### src/rtl/apb_master_ctl_pkg.sv
// Shared types for the APB master: FSM states, response causes, default widths
// and the slave-index width helper.
package apb_master_ctl_pkg;
  typedef enum logic [1:0] {ST_IDLE, ST_SETUP, ST_ACCESS, ST_RESP} state_t;
  typedef enum logic [1:0] {CAUSE_OK, CAUSE_SLVERR, CAUSE_DECODE, CAUSE_TIMEOUT} cause_t;

  localparam int DEF_ADDR_W = 32;
  localparam int DEF_DATA_W = 32;
  localparam int DEF_NSLV   = 4;

  function automatic int idx_w(input int n);
    return (n > 1) ? $clog2(n) : 1;
  endfunction
endpackage

### src/rtl/apb_master_ctl_if.sv
// Command, response and APB bus bundle; master = the controller, slave = fabric + peripherals.
interface apb_master_ctl_if
  import apb_master_ctl_pkg::*;
#(
  parameter int ADDR_W = DEF_ADDR_W,
  parameter int DATA_W = DEF_DATA_W,
  parameter int NSLV   = DEF_NSLV
);
  localparam int STRB_W = DATA_W / 8;

  logic                   i_cmd_valid;
  logic                   o_cmd_ready;
  logic                   i_cmd_write;
  logic [ADDR_W-1:0]      i_cmd_addr;
  logic [DATA_W-1:0]      i_cmd_wdata;
  logic [STRB_W-1:0]      i_cmd_strb;
  logic                   o_rsp_valid;
  logic                   i_rsp_ready;
  logic [DATA_W-1:0]      o_rsp_rdata;
  logic                   o_rsp_err;
  logic                   o_rsp_timeout;
  logic [ADDR_W-1:0]      o_paddr;
  logic [NSLV-1:0]        o_psel;
  logic                   o_penable;
  logic                   o_pwrite;
  logic [DATA_W-1:0]      o_pwdata;
  logic [STRB_W-1:0]      o_pstrb;
  logic [NSLV-1:0]        i_pready;
  logic [NSLV*DATA_W-1:0] i_prdata;
  logic [NSLV-1:0]        i_pslverr;

  modport master (
    input  i_cmd_valid, i_cmd_write, i_cmd_addr, i_cmd_wdata, i_cmd_strb, i_rsp_ready,
           i_pready, i_prdata, i_pslverr,
    output o_cmd_ready, o_rsp_valid, o_rsp_rdata, o_rsp_err, o_rsp_timeout,
           o_paddr, o_psel, o_penable, o_pwrite, o_pwdata, o_pstrb
  );
  modport slave (
    output i_cmd_valid, i_cmd_write, i_cmd_addr, i_cmd_wdata, i_cmd_strb, i_rsp_ready,
           i_pready, i_prdata, i_pslverr,
    input  o_cmd_ready, o_rsp_valid, o_rsp_rdata, o_rsp_err, o_rsp_timeout,
           o_paddr, o_psel, o_penable, o_pwrite, o_pwdata, o_pstrb
  );
endinterface

### src/rtl/apb_master_ctl_wait_timer.sv
// Counts stalled ACCESS cycles; o_done flags the cycle that would be the LIMIT-th stall.
module apb_master_ctl_wait_timer #(
  parameter int LIMIT = 16
)(
  input  logic i_clk,
  input  logic i_reset,
  input  logic i_clear,
  input  logic i_en,
  output logic o_done
);
  localparam int W = $clog2(LIMIT + 1);

  logic [W-1:0] r_cnt;

  always_ff @(posedge i_clk) begin
    if (i_reset || i_clear) r_cnt <= '0;
    else if (i_en)          r_cnt <= r_cnt + 1'b1;
  end

  assign o_done = i_en && (r_cnt == W'(LIMIT - 1));
endmodule

### src/rtl/apb_master_ctl.sv
// APB4 master: one command in flight, SETUP/ACCESS sequencing, PSEL decode,
// per-slave input mux, decode errors and wait-state timeout.
module apb_master_ctl
  import apb_master_ctl_pkg::*;
#(
  parameter int ADDR_W      = DEF_ADDR_W,
  parameter int DATA_W      = DEF_DATA_W,
  parameter int NSLV        = DEF_NSLV,
  parameter int SEL_LSB     = 12,
  parameter int TIMEOUT_CYC = 16
)(
  input logic              i_clk,
  input logic              i_reset,
  apb_master_ctl_if.master bus
);
  localparam int STRB_W = DATA_W / 8;
  localparam int IDX_W  = idx_w(NSLV);

  state_t            r_state, w_next;
  cause_t            r_cause;
  logic              r_started;
  logic              r_write;
  logic [ADDR_W-1:0] r_addr;
  logic [DATA_W-1:0] r_wdata, r_rdata;
  logic [STRB_W-1:0] r_strb;
  logic [IDX_W-1:0]  r_idx;

  logic [IDX_W-1:0]  w_idx;
  logic              w_dec, w_acc, w_pready, w_pslverr, w_tmo;
  logic [DATA_W-1:0] w_prdata;
  logic [NSLV-1:0]   w_onehot;
  logic [DATA_W-1:0] w_rd_arr [NSLV];

  assign w_idx = (NSLV == 1) ? '0 : bus.i_cmd_addr[SEL_LSB +: IDX_W];
  assign w_dec = {1'b0, w_idx} >= (IDX_W + 1)'(NSLV);
  assign w_acc = bus.i_cmd_valid && bus.o_cmd_ready;

  // Only the addressed slave's handshake and data are ever looked at.
  for (genvar k = 0; k < NSLV; k++) begin : g_rd
    assign w_rd_arr[k] = bus.i_prdata[k*DATA_W +: DATA_W];
  end
  assign w_prdata  = w_rd_arr[r_idx];
  assign w_pready  = bus.i_pready[r_idx];
  assign w_pslverr = bus.i_pslverr[r_idx];
  assign w_onehot  = NSLV'(1) << r_idx;

  if (TIMEOUT_CYC > 0) begin : g_tmr
    apb_master_ctl_wait_timer #(.LIMIT(TIMEOUT_CYC)) u_tmr (
      .i_clk   (i_clk),
      .i_reset (i_reset),
      .i_clear (r_state != ST_ACCESS),
      .i_en    (r_state == ST_ACCESS && !w_pready),
      .o_done  (w_tmo)
    );
  end else begin : g_no_tmr
    assign w_tmo = 1'b0;
  end

  always_ff @(posedge i_clk) begin
    if (i_reset) r_state <= ST_IDLE;
    else         r_state <= w_next;
  end

  always_comb begin
    w_next = r_state;
    case (r_state)
      ST_IDLE:   if (w_acc) w_next = w_dec ? ST_RESP : ST_SETUP;
      ST_SETUP:  w_next = ST_ACCESS;
      ST_ACCESS: if (w_pready || w_tmo) w_next = ST_RESP;
      ST_RESP:   if (bus.i_rsp_ready) w_next = ST_IDLE;
      default:   w_next = ST_IDLE;
    endcase
  end

  always_comb begin
    bus.o_cmd_ready = 1'b0;
    bus.o_rsp_valid = 1'b0;
    bus.o_psel      = '0;
    bus.o_penable   = 1'b0;
    case (r_state)
      ST_IDLE:   bus.o_cmd_ready = r_started;
      ST_SETUP:  bus.o_psel = w_onehot;
      ST_ACCESS: begin
        bus.o_psel    = w_onehot;
        bus.o_penable = 1'b1;
      end
      ST_RESP:   bus.o_rsp_valid = 1'b1;
      default:   ;
    endcase
  end

  // APB address/data registers only move on a decodable command, so the bus
  // keeps showing the last real transfer while idle.
  always_ff @(posedge i_clk) begin
    if (i_reset) begin
      r_started <= 1'b0;
      r_write   <= 1'b0;
      r_addr    <= '0;
      r_wdata   <= '0;
      r_strb    <= '0;
      r_idx     <= '0;
      r_rdata   <= '0;
      r_cause   <= CAUSE_OK;
    end else begin
      r_started <= 1'b1;
      if (w_acc) begin
        r_rdata <= '0;
        r_cause <= w_dec ? CAUSE_DECODE : CAUSE_OK;
        if (!w_dec) begin
          r_write <= bus.i_cmd_write;
          r_addr  <= bus.i_cmd_addr;
          r_wdata <= bus.i_cmd_wdata;
          r_strb  <= bus.i_cmd_write ? bus.i_cmd_strb : '0;
          r_idx   <= w_idx;
        end
      end
      if (r_state == ST_ACCESS) begin
        if (w_pready) begin
          r_rdata <= (!r_write && !w_pslverr) ? w_prdata : '0;
          r_cause <= w_pslverr ? CAUSE_SLVERR : CAUSE_OK;
        end else if (w_tmo) begin
          r_cause <= CAUSE_TIMEOUT;
        end
      end
    end
  end

  assign bus.o_paddr       = r_addr;
  assign bus.o_pwrite      = r_write;
  assign bus.o_pwdata      = r_wdata;
  assign bus.o_pstrb       = r_strb;
  assign bus.o_rsp_rdata   = r_rdata;
  assign bus.o_rsp_err     = (r_cause != CAUSE_OK);
  assign bus.o_rsp_timeout = (r_cause == CAUSE_TIMEOUT);
endmodule

### src/flat_wrapper.sv
// flat-port wrapper written by rule: the top's interface ports become plain ports
module apb_master_ctl_flat import apb_master_ctl_pkg::*;
#(
  parameter int ADDR_W      = DEF_ADDR_W,
  parameter int DATA_W      = DEF_DATA_W,
  parameter int NSLV        = DEF_NSLV,
  parameter int SEL_LSB     = 12,
  parameter int TIMEOUT_CYC = 16
)
  (i_clk, i_reset, bus_i_cmd_valid, bus_i_cmd_write, bus_i_cmd_addr, bus_i_cmd_wdata, bus_i_cmd_strb, bus_i_rsp_ready, bus_i_pready, bus_i_prdata, bus_i_pslverr, bus_o_cmd_ready, bus_o_rsp_valid, bus_o_rsp_rdata, bus_o_rsp_err, bus_o_rsp_timeout, bus_o_paddr, bus_o_psel, bus_o_penable, bus_o_pwrite, bus_o_pwdata, bus_o_pstrb);
  apb_master_ctl_if #(.ADDR_W(ADDR_W), .DATA_W(DATA_W), .NSLV(NSLV)) bus_i ();
  input logic i_clk;
  input logic i_reset;
  input wire logic [$bits(bus_i.i_cmd_valid)-1:0] bus_i_cmd_valid;
  input wire logic [$bits(bus_i.i_cmd_write)-1:0] bus_i_cmd_write;
  input wire logic [$bits(bus_i.i_cmd_addr)-1:0] bus_i_cmd_addr;
  input wire logic [$bits(bus_i.i_cmd_wdata)-1:0] bus_i_cmd_wdata;
  input wire logic [$bits(bus_i.i_cmd_strb)-1:0] bus_i_cmd_strb;
  input wire logic [$bits(bus_i.i_rsp_ready)-1:0] bus_i_rsp_ready;
  input wire logic [$bits(bus_i.i_pready)-1:0] bus_i_pready;
  input wire logic [$bits(bus_i.i_prdata)-1:0] bus_i_prdata;
  input wire logic [$bits(bus_i.i_pslverr)-1:0] bus_i_pslverr;
  output wire logic [$bits(bus_i.o_cmd_ready)-1:0] bus_o_cmd_ready;
  output wire logic [$bits(bus_i.o_rsp_valid)-1:0] bus_o_rsp_valid;
  output wire logic [$bits(bus_i.o_rsp_rdata)-1:0] bus_o_rsp_rdata;
  output wire logic [$bits(bus_i.o_rsp_err)-1:0] bus_o_rsp_err;
  output wire logic [$bits(bus_i.o_rsp_timeout)-1:0] bus_o_rsp_timeout;
  output wire logic [$bits(bus_i.o_paddr)-1:0] bus_o_paddr;
  output wire logic [$bits(bus_i.o_psel)-1:0] bus_o_psel;
  output wire logic [$bits(bus_i.o_penable)-1:0] bus_o_penable;
  output wire logic [$bits(bus_i.o_pwrite)-1:0] bus_o_pwrite;
  output wire logic [$bits(bus_i.o_pwdata)-1:0] bus_o_pwdata;
  output wire logic [$bits(bus_i.o_pstrb)-1:0] bus_o_pstrb;
  assign bus_i.i_cmd_valid = bus_i_cmd_valid;
  assign bus_i.i_cmd_write = bus_i_cmd_write;
  assign bus_i.i_cmd_addr = bus_i_cmd_addr;
  assign bus_i.i_cmd_wdata = bus_i_cmd_wdata;
  assign bus_i.i_cmd_strb = bus_i_cmd_strb;
  assign bus_i.i_rsp_ready = bus_i_rsp_ready;
  assign bus_i.i_pready = bus_i_pready;
  assign bus_i.i_prdata = bus_i_prdata;
  assign bus_i.i_pslverr = bus_i_pslverr;
  assign bus_o_cmd_ready = bus_i.o_cmd_ready;
  assign bus_o_rsp_valid = bus_i.o_rsp_valid;
  assign bus_o_rsp_rdata = bus_i.o_rsp_rdata;
  assign bus_o_rsp_err = bus_i.o_rsp_err;
  assign bus_o_rsp_timeout = bus_i.o_rsp_timeout;
  assign bus_o_paddr = bus_i.o_paddr;
  assign bus_o_psel = bus_i.o_psel;
  assign bus_o_penable = bus_i.o_penable;
  assign bus_o_pwrite = bus_i.o_pwrite;
  assign bus_o_pwdata = bus_i.o_pwdata;
  assign bus_o_pstrb = bus_i.o_pstrb;
  apb_master_ctl #(.ADDR_W(ADDR_W), .DATA_W(DATA_W), .NSLV(NSLV), .SEL_LSB(SEL_LSB), .TIMEOUT_CYC(TIMEOUT_CYC)) u_core (.i_clk(i_clk), .i_reset(i_reset), .bus(bus_i));
endmodule
### config.mk
export PLATFORM = sky130hd
export DESIGN_NAME = apb_master_ctl_flat
export DESIGN_NICKNAME = d
export VERILOG_FILES = /design/src/rtl/apb_master_ctl_pkg.sv /design/src/rtl/apb_master_ctl_if.sv /design/src/rtl/apb_master_ctl_wait_timer.sv /design/src/rtl/apb_master_ctl.sv /design/src/flat_wrapper.sv
export SDC_FILE = /design/constraint.sdc
export NUM_CORES = 1
export LEC_CHECK = 0
export ABC_AREA = 1
export CAP_MARGIN = 40
export CORE_AREA = 2 2 123 125
export DETAILED_ROUTE_END_ITERATION = 7
export DIE_AREA = 0 0 125 127
export GPL_TIMING_DRIVEN = 0
export PLACE_DENSITY = 0.78
export SYNTH_ARGS = -nofsm -noshare
export SYNTH_HDL_FRONTEND = slang
export SYNTH_SLANG_ARGS = --single-unit
### constraint.sdc
create_clock -name i_clk -period 3 [get_ports i_clk]
set_input_delay 0.9 -clock i_clk [delete_from_list [all_inputs] [get_ports i_clk]]
set_output_delay 0.9 -clock i_clk [all_outputs]
set_load 0.02 [all_outputs]
==> impl_metrics.toml, run 1 <==
[finish]
diodes = 0
fin_nets = 1323
final_cells = 1297
drive_gt1_share_pct = 4.58
final_cell_mix = "clkdlybuf4s50_1 (315), nand2_1 (287), nand3_1 (121)"
syn2layout_area_growth_pct = 71.3
layout_commonest_cell = "clkdlybuf4s50_1"
final_util_pct = 62.0

[route]
wl_met3_mm = 1.50
wirelength_mm = 21.3
routed-via-count = 6384
wl_per_cell_microns = 16.4
wl_met1_mm = 9.05
met2_length_mm = 10.0
drtIter0Drc = 483
drcViolationCount = 0
ant_nets = 0
first_pass_iters = 5
via_per_inst = 4.92
highest_layer = "met4"

[sta]
setup_viol = 0
period_share_pct = 93.7
fin_crit_ns = 2.81
drv_slew = 0
max_freq_ghz = 0.356
tightest_slew_ns = 0.746
finalClockSkew_ns = 0.0133
finalSetupTns_ns = 0
whs_ns = 0.464
relSlewSlack_pct = 50.3
rsz0062_at_grt = "false"
final_hold_viol_count = 0

[job]
drv_cap = 0

[floorplan]
die_h_microns = 127
die_x_microns = 125
core_area_sq_um = 14400
start_util_pct = 36.2
row_count = 44
io_pins = 319
dieArea_sq_um = 15900

[yosys]
syn-instance-count = 780
synth_top_cell_by_area = "dfxtp_1"
ys_types = 25
synth_seq_cells = 111
synthTopCellsByArea = "dfxtp_1 (43%), nand2_1 (21%), nand3_1 (12%)"
synth_top_area_share_pct = 42.5
syn_area_sq_um = 5230
synth_nets = 995
ys_seq_area_share_pct = 42.5
yosysWarnings = 0
avgSynthCellArea_sq_um = 6.70

[clock_network]
cts_max_level = 3
clk_pin_slew_ns = 0.08
cts_buffers = 9
clkLatencyLatePin_ns = 0.34
clock_sinks = 111
clock_path_buffers = 2
cts_root_buf = "clkbuf_16"
cts_tree = "built"

[critical_path]
cp_slowest_stage_delay_ns = 0.61
cp.arrival_ns = 1.91
cp-end-kind = "primary output"
crit_buf_inv = 3
regToRegStartpoint = "u_core.r_state[0]$_SDFFE_PP0P_"
cp-start-kind = "flop"
path_common_cell = "inv_1"
cp_slowest_cell = "clkdlybuf4s50_1"
path_max_fanout = 5
crit_type = "reg2out"
worstPathRequired_ns = 2.10
cp_cell_sequence = "inv_1 > ha_1 > inv_1 > nor2_1 > clkdlybuf4s50_1"
crit_start = "u_core.r_state[1]$_SDFFE_PP0P_"
cp_top_family = "buffers and inverters"

[pwr]
p_int_mw = 3.13
switching_share_pct = 35.7
combPwrFrac_pct = 39.6
cellPowerDensity_nw_per_um2 = 544
power_mw = 4.87
p_leak_nw = 3.58
p_sw_mw = 1.74
seq_power_share_pct = 34.9
peakVddDrop_v = 0.000315
clock_power_share_pct = 25.5

[global_route]
grt_start_max_net_pins = 20
antenna_found_initial = 0
grt_pass1_wl_mm = 33.0
grt_pass1_vias = 6194
gr-usage-all-layers_pct = 26.2
grt_overflow = 0

[status]
outcome = "finished, final reports clean"

[placement]
hpwl_mm = 16.9
dp.cells = 1282
place_congestion = 0.943
io_buffers = 318

[min_path]
hold_class = "reg2reg"
hold_path.startpoint = "u_core.bus.o_pwdata[25]$_SDFFE_PP0P_"
## sequential cells by signal (all words and copies together) (netlist names)
register and flops:
u_core.bus.o_paddr 31, u_core.bus.o_pstrb 4, u_core.bus.o_pwdata 32, u_core.bus.o_pwrite 1, u_core.bus.o_rsp_rdata 32, u_core.g_tmr.u_tmr.r_cnt 5
u_core.r_cause 2, u_core.r_idx 1, u_core.r_started 1, u_core.r_state 2
## per-layer routing
layer	vias to the layer above	global-route usage, %
li1	3192	-
met1	2875	32.9
met5	-	0
met2	271	43.5
met3	46	6.78
met4	0	10.0
## worst reg2reg max path: stages (launching register included)
cell,delay (ns)
dfxtp_1,0.37
inv_1,0.09
ha_1,0.22
nand2_1,0.07
inv_1,0.04
nand2_1,0.30
buf_2,0.34
buf_1,0.51
nand3_1,0.15
nand2_1,0.08
## final cells by class
cell class | instances | area, sq um
buffer | 54 | 277
clock buffer | 11 | 243
clock inverter | 5 | 65.1
fill | 1346 | 5470
inverter | 20 | 75.1
multi-input combinational | 594 | 2650
sequential | 111 | 2220
tap | 184 | 230
timing repair buffer | 318 | 3190
## cells in the mapped netlist
| cell | n |
|---|---|
| buf_2 | 14 |
| buf_1 | 4 |
| or2_2 | 1 |
| a31oi_1 | 1 |
| nand4_2 | 1 |
| nand3_1 | 121 |
| nand3_2 | 1 |
| nand2_1 | 287 |
| nor2_2 | 2 |
| nor2_4 | 3 |
| nor3_1 | 3 |
| ha_1 | 6 |
| o21ai_0 | 7 |
| clkbuf_1 | 28 |
| a211oi_1 | 1 |
| nor2_1 | 52 |
| inv_1 | 17 |
| inv_2 | 3 |
| buf_6 | 6 |
| a22oi_1 | 1 |
| dfxtp_1 | 111 |
| a21oi_1 | 105 |
| nand2_2 | 1 |
| nor3_4 | 1 |
| buf_4 | 3 |
## stage by stage
| stage | instance area (sq um) | worst slack, ns |
|---|---|---|
| after floorplan | 5230 | 0.655 |
| after global placement | 8640 | 0.158 |
| after detailed placement | 8640 | 0.129 |
| after CTS | 8940 | 0.00779 |
| after global routing | 8950 | 0.0940 |
| final | 8950 | 0.189 |
## kinds of logic (layout without fill, tap and decap cells)
| group | after synthesis | in the layout | share of synthesized area (%) |
|---|---|---|---|
| AOI/OAI and AO/OA | 115 | 115 | 11.1 |
| adders and majority gates | 6 | 6 | 1.44 |
| buffers and inverters | 75 | 408 | 6.80 |
| DFF | 111 | 111 | 42.5 |
| and+or+nand+nor | 473 | 473 | 38.1 |
## path summary, 6_finish.rpt
kind                                                         endpoint  slack, ns  cells past startpoint
worst max-delay path                                    bus_o_psel[3]       0.19                      5
worst min-delay path             u_core.bus.o_pwdata[25]$_SDFFE_PP0P_       0.46                      2
worst max register to register  u_core.bus.o_rsp_rdata[26]$_SDFF_PP0_       0.77                      9
worst min register to register   u_core.bus.o_pwdata[25]$_SDFFE_PP0P_       0.46                      2
## power groups by stage
stage	combinational, mW	clock (mW)	sequential, mW
2_1_floorplan	0.867	0	1.89
4_1_cts	1.93	1.26	1.70
3_5_place_dp	1.93	0	1.73
6_report	1.93	1.24	1.70
3_3_place_gp	1.92	0	1.73
5_1_grt	2.11	1.33	1.72
## repair_timing
item | CTS | global route
hold buffers | 0 | 0
endpoints found under the setup margin | 1 | 3
buffers inserted | 0 | 0
gates resized for setup | 0 | 3
(Power assumes the default switching activity.)
==> run 2, diff against run 1 <==
- HOLD_SLACK_MARGIN: unset -> 0.06
- SETUP_SLACK_MARGIN: unset -> 0.5
- SKIP_CTS_REPAIR_TIMING: unset -> 1
==> impl_metrics.toml, run 2 (synthesized netlist as in run 1, its figures left out) <==
[sta]
tightest_slew_ns = 0.754
finalClockSkew_ns = 0.0110
fin_crit_ns = 2.61
whs_ns = 0.464
period_share_pct = 87.0
final_hold_viol_count = 0
max_freq_ghz = 0.383
drv_slew = 0
relSlewSlack_pct = 49.7
finalSetupTns_ns = 0
rsz0062_at_grt = "true"
fin_ws_ns = 0.389
setup_viol = 0

[floorplan]
start_util_pct = 36.2
die_h_microns = 127
core_area_sq_um = 14400
die_x_microns = 125
row_count = 44
io_pins = 319
dieArea_sq_um = 15900

[critical_path]
r2r_setup_slack_ns = 0.89
path_common_cell = "clkbuf_2"
cp_slowest_cell = "dfxtp_1"
cp_cell_sequence = "buf_4 > inv_2 > buf_6 > clkbuf_2 > nor3_1 > clkbuf_2"
worst_r2r_path_depth = 9
cp-end-kind = "primary output"
path_max_fanout = 10
cp_slowest_stage_delay_ns = 0.35
crit_type = "reg2out"
path_depth = 6
worstPathRequired_ns = 2.10
cp-start-kind = "flop"
crit_buf_inv = 5
cp_top_family = "buffers and inverters"
cp.arrival_ns = 1.71

[placement]
io_buffers = 318
hpwl_mm = 16.9
dp.cells = 1282
place_ws_ns = 0.129
place_congestion = 0.943
placed_area_sq_um = 8640

[global_route]
grt_start_max_net_pins = 19
grt_pass1_vias = 6189
gr-usage-all-layers_pct = 26.3
grt_pass1_wl_mm = 33.0
grt_overflow = 0
antenna_found_initial = 0

[pwr]
combPwrFrac_pct = 39.6
p_leak_nw = 3.58
cellPowerDensity_nw_per_um2 = 543
power_mw = 4.86
clock_power_share_pct = 25.4
switching_share_pct = 35.6
peakVddDrop_v = 0.000315
seq_power_share_pct = 35.0
p_int_mw = 3.13
p_sw_mw = 1.73

[route]
drcViolationCount = 0
via_per_inst = 4.95
ant_nets = 0
drtIter0Drc = 549
wirelength_mm = 21.2
first_pass_iters = 5
routed-via-count = 6425
wl_per_cell_microns = 16.4

[finish]
drive_gt1_share_pct = 5.39
layout_commonest_cell = "clkdlybuf4s50_1"
diodes = 0
final_cells = 1298
final_cell_mix = "clkdlybuf4s50_1 (312), nand2_1 (287), nand3_1 (121)"
final_util_pct = 62.0
fin_nets = 1324
syn2layout_area_growth_pct = 71.3
stdcell_area_sq_um = 8950

[status]
outcome = "finished, final reports clean"

[clock_network]
clkLatencyLatePin_ns = 0.34
cts_buffers = 9
clk_pin_slew_ns = 0.08
clock_path_buffers = 2
clock_sinks = 111
cts_root_buf = "clkbuf_16"
cts_max_level = 3
cts_tree = "built"

[job]
drv_cap = 0

[min_path]
min_path_cells = 2
hold_class = "reg2reg"
-- run 2: worst paths after layout --
kind,startpoint,endpoint
max reg2reg,u_core.r_state[0]$_SDFFE_PP0P_,u_core.bus.o_rsp_rdata[13]$_SDFF_PP0_
max,u_core.bus.o_paddr[13]$_SDFFE_PP0P_,bus_o_psel[2]
min reg2reg,u_core.bus.o_pwdata[25]$_SDFFE_PP0P_,u_core.bus.o_pwdata[25]$_SDFFE_PP0P_
min,u_core.bus.o_pwdata[25]$_SDFFE_PP0P_,u_core.bus.o_pwdata[25]$_SDFFE_PP0P_
-- run 2: routing by layer --
metal	up-vias	global-route usage (%)	routed length (microns)
met5	-	0	0
met2	295	43.4	9930
met4	0	10.0	803
li1	3192	-	-
met1	2887	33.1	8860
met3	51	6.78	1650
-- run 2: power groups by stage --
stage | Sequential [mW] | Combinational (mW) | Clock [mW]
3_5_place_dp | 1.73 | 1.93 | 0
4_1_cts | 1.70 | 1.94 | 1.26
2_1_floorplan | 1.89 | 0.867 | 0
3_3_place_gp | 1.73 | 1.92 | 0
5_1_grt | 1.72 | 2.11 | 1.33
6_report | 1.70 | 1.93 | 1.24
-- run 2: area by class of cell --
class | instances | area, sq um
fillers | 1346 | 5480
repair buffers | 318 | 3170
multi-input cells | 594 | 2650
flip-flops and latches | 111 | 2220
plain buffers | 55 | 288
clock buffers | 11 | 243
well taps | 184 | 230
inverters | 20 | 75.1
clock inverters | 5 | 65.1
-- run 2: tightest hold or removal path: cells and delay by family, from the launching register on --
| kind | cells | cell delay [ns] |
|---|---|---|
| flops | 1 | 0.31 |
| compound gates | 1 | 0.05 |
| simple gates | 1 | 0.06 |
==> run 3, diff against run 2 <==
- CORE_AREA: 2 2 123 125 -> unset
- CORE_MARGIN: unset -> 10
- CORE_UTILIZATION: unset -> 41
- DIE_AREA: 0 0 125 127 -> unset
- PLACE_DENSITY: 0.78 -> 0.88
==> impl_metrics.toml, run 3 (synthesized netlist as in run 1, its figures left out) <==
[status]
outcome = "finished, final reports clean"

[placement]
hpwl_mm = 19.2
placed_area_sq_um = 8620
place_congestion = 0.931
dp.cells = 1270
io_buffers = 318

[floorplan]
dieArea_sq_um = 17700
io_pins = 319
core_area_sq_um = 12600
row_count = 41
die_h_microns = 133
start_util_pct = 41.6
die_x_microns = 133

[critical_path]
regToRegStartpoint = "u_core.r_state[1]$_SDFFE_PP0P_"
path_max_fanout = 10
cp_slowest_cell = "dfxtp_1"
crit_buf_inv = 5
path_common_cell = "clkbuf_2"
crit_type = "reg2out"
cp.arrival_ns = 1.76
cp_slowest_stage_delay_ns = 0.34
r2r_setup_slack_ns = 0.93
cp-start-kind = "flop"
cp_cell_sequence = "buf_4 > inv_2 > buf_6 > clkbuf_2 > nor3_1 > clkbuf_2"
crit_start = "u_core.bus.o_paddr[13]$_SDFFE_PP0P_"
worstPathRequired_ns = 2.10
cp-end-kind = "primary output"
cp_top_family = "buffers and inverters"

[sta]
fin_crit_ns = 2.66
tightest_slew_ns = 0.756
final_hold_viol_count = 0
rsz0062_at_grt = "true"
relSlewSlack_pct = 49.6
finalClockSkew_ns = 0.00785
setup_viol = 0
period_share_pct = 88.8
drv_slew = 0
max_freq_ghz = 0.375

[global_route]
grt_pass1_vias = 6412
gr-usage-all-layers_pct = 25.7
grt_overflow = 0
antenna_found_initial = 0
grt_pass1_wl_mm = 36.1
grt_start_max_net_pins = 19

[pwr]
power_mw = 4.88
cellPowerDensity_nw_per_um2 = 546
p_leak_nw = 3.63
peakVddDrop_v = 0.000397

[route]
routed-via-count = 6515
ant_nets = 0
via_per_inst = 5.07
highest_layer = "met4"
wl_per_cell_microns = 18.5
wirelength_mm = 23.8
first_pass_iters = 7
wl_met1_mm = 9.31
drcViolationCount = 0
met2_length_mm = 11.8
drtIter0Drc = 541
wl_met3_mm = 2.10

[finish]
syn2layout_area_growth_pct = 71.2
final_cells = 1286
layout_commonest_cell = "clkdlybuf4s50_1"
fin_nets = 1324
diodes = 0
drive_gt1_share_pct = 5.57
final_cell_mix = "clkdlybuf4s50_1 (311), nand2_1 (287), nand3_1 (121)"
stdcell_area_sq_um = 8950

[clock_network]
cts_root_buf = "clkbuf_16"
cts_buffers = 9
cts_max_level = 3
clock_path_buffers = 2
clock_sinks = 111
cts_tree = "built"
clk_pin_slew_ns = 0.07
clkLatencyLatePin_ns = 0.34

[min_path]
hold_class = "reg2reg"
hold_path.startpoint = "u_core.bus.o_pwdata[26]$_SDFFE_PP0P_"

[job]
drv_cap = 0
-- run 3: changes by cell type in the layout (fill, tap and decap cells not counted) --
cell / delta
clkdlybuf4s50_1: -1
clkbuf_2: +1
clkbuf_1: -2
clkinvlp_4: -1
dlymetal6s2s_1: +2
inv_1: -1
clkinv_4: +2
inv_6: -1
inv_2: +1
-- run 3: final timing paths --
check	endpoint	depth (start not counted)
worst min register to register	u_core.bus.o_pwdata[26]$_SDFFE_PP0P_	2
worst min-delay path	u_core.bus.o_pwdata[26]$_SDFFE_PP0P_	2
worst max-delay path	bus_o_psel[2]	6
worst max register to register	u_core.bus.o_rsp_rdata[20]$_SDFF_PP0_	9
-- run 3: metrics by stage --
stage / setup slack (ns) / util [%] / TNS (ns) / hold WS (ns)
floorplan: 0.655 / - / 0 / 0.437
global placement: 0.0968 / 68.6 / 0 / 0.450
detailed placement: 0.131 / 68.6 / 0 / 0.454
CTS: -0.248 / 71.1 / -0.248 / 0.465
global route: 0.239 / 71.2 / 0 / 0.482
finish: 0.335 / 71.2 / 0 / 0.464
-- run 3: area by class of cell --
| cell class | instances | area [sq um] |
|---|---|---|
| fill | 1025 | 3620 |
| timing repair buffer | 318 | 3180 |
| inverter | 20 | 75.1 |
| sequential | 111 | 2220 |
| tap | 172 | 215 |
| buffer | 55 | 290 |
| clock inverter | 5 | 66.3 |
| clock buffer | 11 | 243 |
| multi-input combinational | 594 | 2650 |
-- run 3: report_power, final --
| part | total (mW) | switching, mW | internal (mW) | leakage, nW |
|---|---|---|---|---|
| registers | 1.70 | 0.0812 | 1.62 | 0.901 |
| clock network | 1.24 | 0.555 | 0.680 | 0.148 |
| logic | 1.95 | 1.12 | 0.830 | 2.58 |
| total | 4.88 | 1.75 | 3.13 | 3.63 |
-- run 3: metal layers --
metal / track usage [%] / vias to the layer above
li1: - / 3193
met1: 29.2 / 3001
met2: 44.9 / 284
met3: 7.99 / 37
met4: 7.76 / 0
met5: 0 / -
-- run 3: tightest hold or removal path, stage by stage, from the launching register on --
cell and delay, ns:
dfxtp_1 0.31, nand2_1 0.06, a21oi_1 0.05
